--- src/rtl/reg_file.sv ---
// 32x32 register file, two combinational read ports, one write port; self-clears after reset.
// Zero read latency; writes are dropped (and DropW set) until clear ends; REGFILE_BYPASS_EN adds write-to-read forwarding.
module reg_file (
  input  logic        clk,
  input  logic        rst_n,
  input  logic        WE3,
  input  logic [4:0]  A1,
  input  logic [4:0]  A2,
  input  logic [4:0]  A3,
  input  logic [31:0] WD3,
  output logic [31:0] RD1,
  output logic [31:0] RD2,
  output logic        Ready,
  output logic        DropW
);

  typedef enum logic {CLEAR = 1'b0, RUN = 1'b1} state_t;

  state_t      state, state_nxt;
  logic [4:0]  idx, idx_nxt;
  logic        clr_en;
  logic        wr_en;
  logic        read_ok;
  logic [31:0] rd1_arr, rd2_arr;
  logic [31:0] mem [0:31];

  always_ff @(posedge clk) begin
    if (!rst_n) begin
      state <= CLEAR;
      idx   <= 5'd1;
      DropW <= 1'b0;
    end else begin
      state <= state_nxt;
      idx   <= idx_nxt;
      if (state == CLEAR && WE3) begin
        DropW <= 1'b1;
      end
    end
  end

  always_comb begin
    state_nxt = state;
    idx_nxt   = idx;
    clr_en    = 1'b0;
    wr_en     = 1'b0;
    case (state)
      CLEAR: begin
        clr_en = 1'b1;
        // Index saturates at 31; the final clear hands over to RUN.
        if (idx == 5'd31) begin
          state_nxt = RUN;
        end else begin
          idx_nxt = idx + 5'd1;
        end
      end
      RUN: begin
        wr_en = WE3 && (A3 != 5'd0);
      end
      default: begin
        state_nxt = CLEAR;
      end
    endcase
  end

  // Entry 0 is never written; reads of address 0 are forced to zero below.
  always_ff @(posedge clk) begin
    if (rst_n) begin
      if (clr_en) begin
        mem[idx] <= 32'd0;
      end else if (wr_en) begin
        mem[A3] <= WD3;
      end
    end
  end

  assign Ready   = (state == RUN);
  assign read_ok = rst_n && (state == RUN);

  always_comb begin
    rd1_arr = (A1 == 5'd0) ? 32'd0 : mem[A1];
    rd2_arr = (A2 == 5'd0) ? 32'd0 : mem[A2];
`ifdef REGFILE_BYPASS_EN
    if (wr_en && (A3 == A1)) begin
      rd1_arr = WD3;
    end
    if (wr_en && (A3 == A2)) begin
      rd2_arr = WD3;
    end
`endif
    RD1 = read_ok ? rd1_arr : 32'd0;
    RD2 = read_ok ? rd2_arr : 32'd0;
  end

endmodule
--- config.mk ---
export PLATFORM = sky130hd
export DESIGN_NAME = reg_file
export DESIGN_NICKNAME = d
export VERILOG_FILES = /design/src/rtl/reg_file.sv
export SDC_FILE = /design/constraint.sdc
export NUM_CORES = 1
export LEC_CHECK = 0
export CAP_MARGIN = 40
export CORE_MARGIN = 2
export CORE_UTILIZATION = 35
export DETAILED_ROUTE_END_ITERATION = 16
export PLACE_DENSITY_LB_ADDON = 0.05
export SYNTH_ARGS = -nofsm -noshare
export SYNTH_HDL_FRONTEND = slang
export SYNTH_SLANG_ARGS = --single-unit
--- constraint.sdc ---
create_clock -name clk -period 6.5 [get_ports clk]
set_clock_uncertainty 0.15 [all_clocks]
set_input_delay 0.975 -clock clk [delete_from_list [all_inputs] [get_ports clk]]
set_output_delay 0.975 -clock clk [all_outputs]
set_load 0.1 [all_outputs]
==> results of run 1 <==
==> worst max-delay path, cell delays in order <==
cell and delay, ps:
clkdlybuf4s50_1 760, or3b_2 790, buf_4 440, o22ai_1 110, o21ai_0 380, nand4_1 340, buf_4 350
==> power groups by stage <==
stage | Sequential [µW] | Clock [µW] | Combinational [µW]
2_1_floorplan | 7440 | 0 | 547
3_3_place_gp | 7440 | 0 | 891
3_5_place_dp | 7450 | 0 | 899
5_1_grt | 7320 | 6980 | 929
6_report | 7310 | 6620 | 892
4_1_cts | 7310 | 6760 | 900
==> path summary, 6_finish.rpt <==
kind	cells after the start	start	to
worst max-delay path	7	A1[2]	RD1[16]
worst min-delay path	1	DropW	DropW
worst min register to register	1	DropW	DropW
worst max register to register	5	Ready	mem[0][15]
==> flip-flops by register name, summed over array words and instances (netlist names) <==
name,cells
mem,1024
idx,5
DropW,1
Ready,1
==> cells by family (layout without fill, tap and decap cells) <==
group           Yosys count  count (layout)  synth area share
other cells               0               1                 0
flops                  1031            1031             0.641
fa+ha+maj                 2               2          0.000519
mux                     706             706             0.230
simple gates            322             322            0.0414
compound gates          471             471            0.0615
buf+inv                 249             503            0.0258
xor+xnor                  3               3          0.000545
==> cell type report <==
cell class	instances	area, µm²
diodes	1	2.50
flip-flops and latches	1031	30900
multi-input cells	1504	16400
inverters	4	15.0
clock buffers	144	3110
fillers	12197	80500
clock inverters	69	664
repair buffers	286	3360
well taps	1794	2240
==> cells in the final DEF, fill, tap and decap left out, types with 3 or more instances in the layout <==
master,instances
edfxtp_1,1024
mux2i_1,386
mux4_2,320
o22ai_1,192
buf_4,144
and3_1,130
clkbuf_16,121
a31oi_1,71
a21oi_1,66
a32oi_1,66
nand4_1,66
o21ai_0,65
buf_12,57
clkdlybuf4s50_1,45
and2_1,32
clkinv_1,30
buf_8,29
clkbuf_1,23
clkinv_2,20
nor2_4,16
nor3_2,13
bufinv_16,13
nor2_1,11
buf_16,8
dfxtp_1,7
nand2_1,6
nand3b_1,5
or3b_2,5
o21ai_1,5
nor3b_1,5
nor2b_4,4
inv_1,4
and3_2,3
nor3_4,3
xnor2_1,3
inv_6,3
==> synthesized netlist by cell type (7+ instances only) <==
master | count | area, µm²
a21oi_1 | 66 | 330
nor3_1 | 15 | 75.1
and3_1 | 132 | 826
clkbuf_1 | 118 | 443
buf_2 | 71 | 355
and2_1 | 34 | 213
buf_4 | 43 | 323
a31oi_1 | 71 | 444
o22ai_1 | 192 | 1200
edfxtp_1 | 1024 | 30700
mux4_2 | 320 | 7210
a32oi_1 | 66 | 578
o21ai_0 | 65 | 325
nand4_1 | 66 | 413
mux2i_1 | 386 | 3860
dfxtp_1 | 7 | 140
nor2_1 | 27 | 101
==> metrics by stage <==
| stage | area [µm²] | worst slack, ps | hold WS, ps | utilization |
|---|---|---|---|---|
| 2_1_floorplan | 48200 | 1640 | 358 | - |
| 3_3_place_gp | 52200 | 1220 | 303 | 0.380 |
| 3_5_place_dp | 52800 | 1270 | 310 | 0.385 |
| 4_1_cts | 56600 | 1250 | 336 | 0.413 |
| 5_1_grt | 56600 | 1150 | 342 | 0.413 |
| 6_report | 56600 | 1190 | 325 | 0.413 |
==> layer usage <==
| metal | track usage | vias to the layer above | share of wire |
|---|---|---|---|
| li1 | - | 12172 | - |
| met3 | 0.0340 | 246 | 0.051 |
| met2 | 0.422 | 1070 | 0.49 |
| met1 | 0.345 | 16350 | 0.43 |
| met4 | 0.0761 | 6 | 0.028 |
| met5 | 0 | - | 0.00014 |
==> impl_metrics.ini, run 1 <==
[clock_tree]
cts_hold_buf = 0
tritoncts = done
path_clk_slew_ps = 50
insertion_delay_ps = 720
htreeDepth = 3
clock-sinks = 1031
numCtsBuffers = 118
cts.path.max_buffers = 3
post-cts-setup-buffers = 0
cts_root_buf = clkbuf_16
cts_resized = 0

[sta]
relSlewSlack = 0.321
slew_viol_final = 0
post-route-min-period_ps = 5310
hold_viol = 0
period_share = 0.817
fmax_ghz = 0.188
tightest_slew_ps = 1020
setup_viol = 0
rsz0062_at_grt = no
setup-tns-final_ps = 0

[yosys]
synth_seq_cells = 1031
synth_edf_count = 1024
ys_warn_count = 0
ys_seq_area_frac = 0.641
async_flop_share = 0
synth_area_per_cell_um2 = 17.3
syn-cell-area_um2 = 48200
syn_nets = 2836
syn-instance-count = 2784
ys_types = 47
ys.flop_type = edfxtp_1

[pwr]
p_int_uw = 11500
p_seq_frac = 0.493
clock_power_share = 0.447
p_comb_frac = 0.060
sw_frac_of_total = 0.223
powerDensity_nw_per_um2 = 262
p_total_uw = 14800
p_sw_uw = 3310
p_leak_uw = 0.0178
ir_drop_v = 0.000209

[drt]
routedWlPerCell_um = 37.1
drtAntennaViolNets = 0
via_per_inst = 6.18
wl_mm = 179
drtIter0Drc = 2837
vias = 29844
drc = 0
dr.pass1.iters = 5

[floorplanning]
die_w_um = 375
core_area_um2 = 137000
row_count = 136
num_io_pins = 116
start_util = 0.352
die_y_um = 375
die-area_um2 = 141000

[setup_path]
endpoint_kind = output port
required_ps = 5370
worstSetupPathType = primary input to output port
r2r_setup_slack_ps = 2920
crit_arrival_ps = 4190
worstPathMaxFanout = 18
startpoint_type = primary input

[global_routing]
grt_max_degree = 65
antenna_found_initial = 5
grt_pass1_vias = 31169
grt_overflow = 0
grt_usage = 0.253
grt_first_pass_wirelength_mm = 248

[hold_path]
hp-class = register to register

[run]
max_cap_viol_count = 0

[cells_and_area]
final_cell_count_no_fill = 4833
fin_nets = 2997
syn_to_final_growth_pct = 17.5
drive_gt1_frac = 0.258

[place]
place_congestion = 0.830
placed_cells = 4617
hpwlAfterDp_mm = 112
portBuffers = 115

[run_status]
status = finished clean
Note: power is estimated with default switching activity, not from simulation.
==> run 2: changes to the inputs <==
- clock period: 6.5 -> 4.3 ns (I/O delays scaled with it)
==> impl_metrics.ini, run 2 (synthesis gave the netlist of run 1 again) <==
[sta]
rsz0062_at_grt = no
setup_viol = 0
fmax_ghz = 0.242
slew_viol_final = 0
layout_setup_ws_ps = 161
hold_viol = 0
relSlewSlack = 0.281
period_share = 0.963
post-route-min-period_ps = 4140
tightest_slew_ps = 1080

[cells_and_area]
largest-register = mem
layout_top_registers = mem (1024), idx (5)
drive_gt1_frac = 0.280
fillers = 12125
final_core_util = 0.424
largest_register_ffs = 1024
layout.cells.most_common = edfxtp_1
final_area_um2 = 58200
final_cell_mix = edfxtp_1 (1024), mux2i_1 (386), mux4_2 (320)
syn_to_final_growth_pct = 20.7
fin_nets = 3088
final_cell_count_no_fill = 4936

[run]
max_cap_viol_count = 0

[setup_path]
crit_slowest_cell = dfxtp_1
worstSetupPathType = register to output port
crit_arrival_ps = 3340
cpMostUsedCell = buf_12
worstPathMaxFanout = 19
startpoint_type = register
endpoint_kind = output port
required_ps = 3500
r2r_end = mem[4][21]
crit_chain = and3b_4, nor4b_4, buf_12, a21oi_1, nand4_1, buf_12, buf_12
reg2reg_depth = 5
r2r_setup_slack_ps = 1250
crit-reg2reg-launch = Ready
crit_path_max_incr_delay_ps = 750

[run_status]
status = finished clean

[global_routing]
grt_max_degree = 43
grt_use_met3 = 0.0388
use_met2 = 0.427
grt_use_met1 = 0.364
grt_pass1_vias = 31592
grt_overflow = 0
grt_usage = 0.262
antenna_found_initial = 8
grt_first_pass_wirelength_mm = 256
grt_busiest_layer = met2

[hold_path]
hold_path_depth = 1
hp-start = DropW
hp-class = register to register
min_to = DropW

[pwr]
ir_drop_v = 0.000455
p_total_uw = 22500
powerDensity_nw_per_um2 = 386
p_leak_uw = 0.0185

[place]
place_congestion = 0.813
placed_cells = 4707
placed_area_um2 = 54400
dp_slack_ps = 236
hpwlAfterDp_mm = 113
portBuffers = 115

[drt]
dr.pass1.iters = 6
via_per_inst = 6.19
drtIter0Drc = 3250
drc = 0
routedWlPerCell_um = 37.6
wl_mm = 186
vias = 30557
drtAntennaViolNets = 0

[clock_tree]
cts_root_buf = clkbuf_16
cts_resized = 0
cts_hold_buf = 0
htreeDepth = 3
path_clk_slew_ps = 60
tritoncts = done
insertion_delay_ps = 720
post-cts-setup-buffers = 0
numCtsBuffers = 120
clock-sinks = 1031
cts.path.max_buffers = 3

[floorplanning]
die_w_um = 375
die_y_um = 375
core_area_um2 = 137000
start_util = 0.352
num_io_pins = 116
row_count = 136
die-area_um2 = 141000
==> run 2: final cells by class <==
class	count	area [µm²]	share of cell area
sequential	1031	30900	0.531
clock buffer	151	3180	0.0547
antenna	3	7.51	0.000129
tap	1794	2240	0.0386
inverter	4	15.0	0.000258
clock inverter	74	612	0.0105
timing repair buffer	375	4870	0.0837
multi-input combinational	1504	16400	0.281
==> run 2: per-stage QoR <==
stage,TNS (ps),hold slack (ps)
2_1_floorplan,-178340,358
3_3_place_gp,0,307
3_5_place_dp,0,316
4_1_cts,0,330
5_1_grt,0,356
6_report,0,322
==> run 2: report_power, final <==
part | internal, µW | switching [µW]
clock | 5800 | 4180
sequential | 11000 | 47.4
combinational | 599 | 860
total | 17400 | 5090
==> run 2: worst max-delay path: cells and delay by family (launching register included) <==
family	cells	cell delay, ps
compound gates	1	120
buf+inv	3	610
flops	1	750
simple gates	3	1110
==> run 2: worst max-delay path by stage <==
stage                      from    endpoint  slack (ps)  cells after the start
final                     Ready      RD1[1]         160                      7
after global routing      Ready     RD2[10]          30                      8
after CTS                 Ready      RD1[1]         160                      7
after detailed placement  A1[2]     RD1[21]         240                      7
after global placement    A1[2]     RD1[21]         320                      7
after floorplan           Ready  mem[10][0]        -490                      5
==> run 2: routing by layer <==
metal | vias up | share of wire | routed length (µm)
met3 | 299 | 0.061 | 11400
met2 | 1321 | 0.48 | 88700
met4 | 2 | 0.032 | 5920
met1 | 16560 | 0.43 | 79500
li1 | 12375 | - | -
met5 | - | 0.000070 | 13
==> RTL change 1 (config.mk and constraints of run 2) <==
The option `REGFILE_BYPASS_EN` is turned on by a define.
--- a/src/rtl/reg_file.sv
+++ b/src/rtl/reg_file.sv
@@ -1,5 +1,7 @@
 // 32x32 register file, two combinational read ports, one write port; self-clears after reset.
 // Zero read latency; writes are dropped (and DropW set) until clear ends; REGFILE_BYPASS_EN adds write-to-read forwarding.
+`define REGFILE_BYPASS_EN
+
 module reg_file (
   input  logic        clk,
   input  logic        rst_n,
Check against the original RTL: no difference found for any inputs over 4 cycles, from zero or initial values and one cycle with rst_n low; that may be too few to reach the edited logic, so the function may still have changed.
==> RTL change 1 against run 2 <==
  * Area after synthesis is 1.3% higher
  * Wire length shrank 11%
  * Via count shrank 10%
  * Sequential power is essentially flat
  * Total power grew 0.70%
  * Final cell count down 5.7%
  * Sequential cell count is the same
  * Combinational power is 14% higher
  * Hold slack improved by 0.0054 ns
  * Setup slack gained 0.013 ns
  * Design area is 1.7% higher
  * Critical endpoint is now RD1[3]
  * Highest routed layer is now met4
==> RTL change 1: results (changes against run 2) <==
| Metric | Value |
|---|---|
| Status | finished clean |
| Synthesized Nets | 2474 (-13%) |
| Worst Setup SP | WE3 |
| Post-synth top cells | edfxtp_1 (1024), mux4_2 (512), mux2i_1 (131) |
| CP top delay family | compound AO/OA/AOI/OAI gates |
| R2R depth | 6 (+1) |
| Vias in the first global route | 29200 (-7.6%) |
| CP Max Fanout | 17 (-2) |
| DP Area | 0.0553 mm² (+1.8%) |
| # placed instances | 4429 (-5.9%) |
| Most area-consuming cells after synthesis | edfxtp_1 (63%), mux4_2 (24%), mux2i_1 (2.7%), a22o_1 (2.3%), mux2_2 (1.5%) |
| Layout cells sized above 1 | 41.8% (+14 points) |
| Synth top area share | 62.9% (-0.83 points) |
| Critical path's largest stage delay | 0.71 ns (-0.04 ns) |
| Routability cong. | 0.777 (-4.5%) |
| Global-route wire length before repair | 230 mm (-10%) |
| Slew @ Worst Pin | 0.732 ns (-0.346 ns) |
| Crit share post-route | 95.9% (-0.31 points) |
| Reg-to-reg endpoint | mem[9][2]$_DFFE_PP_ |
| CP endpoint | RD1[3] |
| DRT iter0 DRCs | 2682 (-17%) |
| Highest-delay cell along the critical path | clkdlybuf4s50_1 |
| Cell count after synthesis | 2422 (-13%) |
| All-Layer GR Usage | 23.2% (-3.0 points) |
| Sequential-to-total area share from yosys stat | 63.2% (-0.84 points) |
| Hpwl dp | 102 mm (-9.2%) |
| Antenna Cells | 0 (-3) |
==> RTL change 1: where the power goes <==
group	internal, W	leakage (nW)	switching [W]
clock network	0.00572	1.85	0.00420
logic	0.000673	7.38	0.000993
registers	0.0110	7.69	0.0000486
total	0.0174	16.9	0.00524
==> RTL change 1: cells by family after synthesis <==
family	after synthesis	synth area share, %
compound gates	212	3.76
simple gates	241	2.61
flops	1031	63.2
mux	708	27.8
fa+ha+maj	2	0.0512
buf+inv	215	2.34
xor+xnor	13	0.233
==> RTL change 1: area by class of cell <==
cell class,instances,share of cell area [%]
clock buffer,141,5.17
sequential,1031,52.2
timing repair buffer,343,7.56
inverter,5,0.0317
tap,1876,3.97
multi-input combinational,1176,29.8
clock inverter,83,1.23
==> RTL change 1: timing repair <==
action | 4_1_cts | 5_1_grt
setup endpoints to repair | 0 | 10
resized for setup | 0 | 0
buffers inserted | 0 | 2
==> RTL change 2 (flow settings as in run 2) <==
Without the edit above. Make the reset (`rst_n`) asynchronous in one clocked block.
--- a/src/rtl/reg_file.sv
+++ b/src/rtl/reg_file.sv
@@ -24,7 +24,7 @@
   logic [31:0] rd1_arr, rd2_arr;
   logic [31:0] mem [0:31];
 
-  always_ff @(posedge clk) begin
+  always_ff @(posedge clk or negedge rst_n) begin
     if (!rst_n) begin
       state <= CLEAR;
       idx   <= 5'd1;
Formal check against the unedited RTL: differs if rst_n is asserted again (counterexample within 4 cycles, from zero or initial values and one cycle with rst_n low); with rst_n held inactive, the same outputs for 4 cycles.
==> RTL change 2 against run 2 <==
  * Hold slack better by 0.066 ns
  * Setup slack gained 0.083 ns
  * Largest power group unchanged
  * Register-to-register slack got worse by 0.05 ns
  * Critical path depth is the same
  * Sequential cell count is the same
  * Non-clock buffer count shrank 9
  * Design area shrank 0.66%
  * Area after synthesis fell by 0.46%
  * Via count fell by 0.93%
  * Synthesized cell count shrank 1.3%
  * Wire length fell by 1.3%
  * Total power is 0.62% higher
==> RTL change 2: results (changes against run 2) <==
| Metric | Value |
|---|---|
| Synthesized Nets | 2800 (-1.3%) |
| Routed length on met2 | 88.4 mm (-0.38%) |
| All-Layer GR Usage | 25.9% (-0.34 points) |
| Root Driver | clkbuf_16 |
| Most area-consuming cells after synthesis | edfxtp_1 (64%), mux4_2 (15%), mux2i_1 (8.1%), o22ai_1 (2.5%), a32oi_1 (1.8%) |
| R2R depth | 6 (+1) |
| CTS Buffer Depth | 3 (unchanged) |
| Largest registers | mem: 1024 flops, idx: 5 flops |
| Max reg flops | 1024 (unchanged) |
| Distinct cells, synth | 50 (+6.4%) |
| Post-synth EDFFs | 1024 (unchanged) |
| P_leak | 20.9 nW (+13%) |
| Layout cells sized above 1 | 28.1% (+0.11 points) |
| DP Area | 0.0542 mm² (-0.38%) |
| Nets | 3036 (-1.7%) |
| Initial antenna violation count | 4 (-4) |
| Worst VDD drop | 0.000292 V (-36%) |
| Highest-delay cell along the critical path | or3b_2 |
| Slew headroom | 41.1% (+13 points) |
| DRT iter0 DRCs | 3389 (+4.3%) |
| Post-synth top cells | edfxtp_1 (1024), mux2i_1 (389), mux4_2 (318) |
| Reg-to-reg endpoint | mem[23][25]$_DFFE_PP_ |
| Global-route wire length before repair | 252 mm (-1.6%) |
| Largest net degree at the start of global routing | 65 (+51%) |
| GR Layer Usage met2 | 42.4% (-0.22 points) |
| Via count | 30300 (-0.93%) |
| Wire per inst | 37.6 µm (+0.15%) |
| Mean Syn Cell Area | 17.5 µm² (+0.84%) |
| CP endpoint | RD2[31] |
| DRT met1 WL | 79.1 mm (-0.53%) |
| Worst R2R Setup Slack | 1.20 ns (-0.05 ns) |
| CP arrival | 3.26 ns (-0.08 ns) |
| RR Startpoint | Ready$_DFF_PN0_ |
| Met3 global-route usage | 3.31% (-0.57 points) |
| Sequential-to-total area share from yosys stat | 64.4% (+0.37 points) |
| Min-delay src | DropW$_DFFE_PN0P_ |
| Hold EP | DropW$_DFFE_PN0P_ |
| CP Max Fanout | 14 (-5) |
| PostCTS Resize Cnt | 1 (+1) |
| Via density per instance | 6.23 (+0.58%) |
| Met3 wire len | 10.8 mm (-5.1%) |
| GR Util met1 | 36.1% (-0.28 points) |
| # placed instances | 4648 (-1.3%) |
| FFs w/ async S/R, synth | 0.679% (+0.68 points) |
| CTS Buf Count | 115 (-4.2%) |
| Worst Setup SP | A2[2] |
| Status | finished clean |
| Hold crit path type | flip-flop to flip-flop |
| Hpwl dp | 112 mm (-0.93%) |
| CP top delay family | buffers and inverters |
| Critical path's largest stage delay | 0.66 ns (-0.09 ns) |
| H-tree level count | 3 (unchanged) |
| Top sig layer | met4 |
| Routability cong. | 0.805 (-0.96%) |
| Vias in the first global route | 31100 (-1.6%) |
## RTL change 2: changes by cell type after synthesis, sizes merged, moves of 5 or more
cell and delta:
dfrtp +6, clkbuf +22, buf -20, nor4 +7
nor2 -10, o21ai -7, and3 -34, a32oi +30
a31oi -5, a21oi -31, dfxtp -7
## RTL change 2: per-stage QoR
stage	power, W	hold WS [ns]	util, %	TNS (ns)	setup WS [ns]
floorplan	0.0123	0.199	-	-180.01	-0.647
global placement	0.0132	0.371	39.8	0	0.266
detailed placement	0.0132	0.387	39.9	0	0.232
CTS	0.0228	0.397	42.6	0	0.225
global route	0.0232	0.437	42.6	0	0.236
finish	0.0226	0.388	42.6	0	0.244
## RTL change 2: report_power, final
| group | switching (W) | internal [W] |
|---|---|---|
| Sequential | 0.00000597 | 0.0110 |
| Clock | 0.00413 | 0.00547 |
| Combinational | 0.00129 | 0.000700 |
| Total | 0.00543 | 0.0172 |
## RTL change 2: logic make-up (layout without fill, tap and decap cells)
kind of cell	after synthesis	in the layout	synth area share (%)
other cells	0	4	0
buf+inv	253	582	2.31
xor+xnor	3	3	0.0548
mux	711	711	23.1
flops	1031	1031	64.4
simple gates	284	284	3.67
fa+ha+maj	2	2	0.0521
compound gates	464	464	6.34
## RTL change 2: worst register-to-register path, stage by stage, from the launching register on
cell and delay, ns:
dfrtp_2 0.64, and3_1 0.37, o21a_2 0.25, mux2i_2 0.60
buf_4 0.35, nor3_4 0.07, buf_4 0.31
## RTL change 2: cell type report
| type | count | area (µm²) |
|---|---|---|
| multi-input combinational | 1464 | 16300 |
| fill | 12000 | 78000 |
| sequential | 1031 | 30900 |
| antenna | 4 | 10.0 |
| inverter | 6 | 22.5 |
| clock inverter | 71 | 637 |
| timing repair buffer | 366 | 4660 |
| tap | 1781 | 2230 |
| clock buffer | 139 | 2990 |
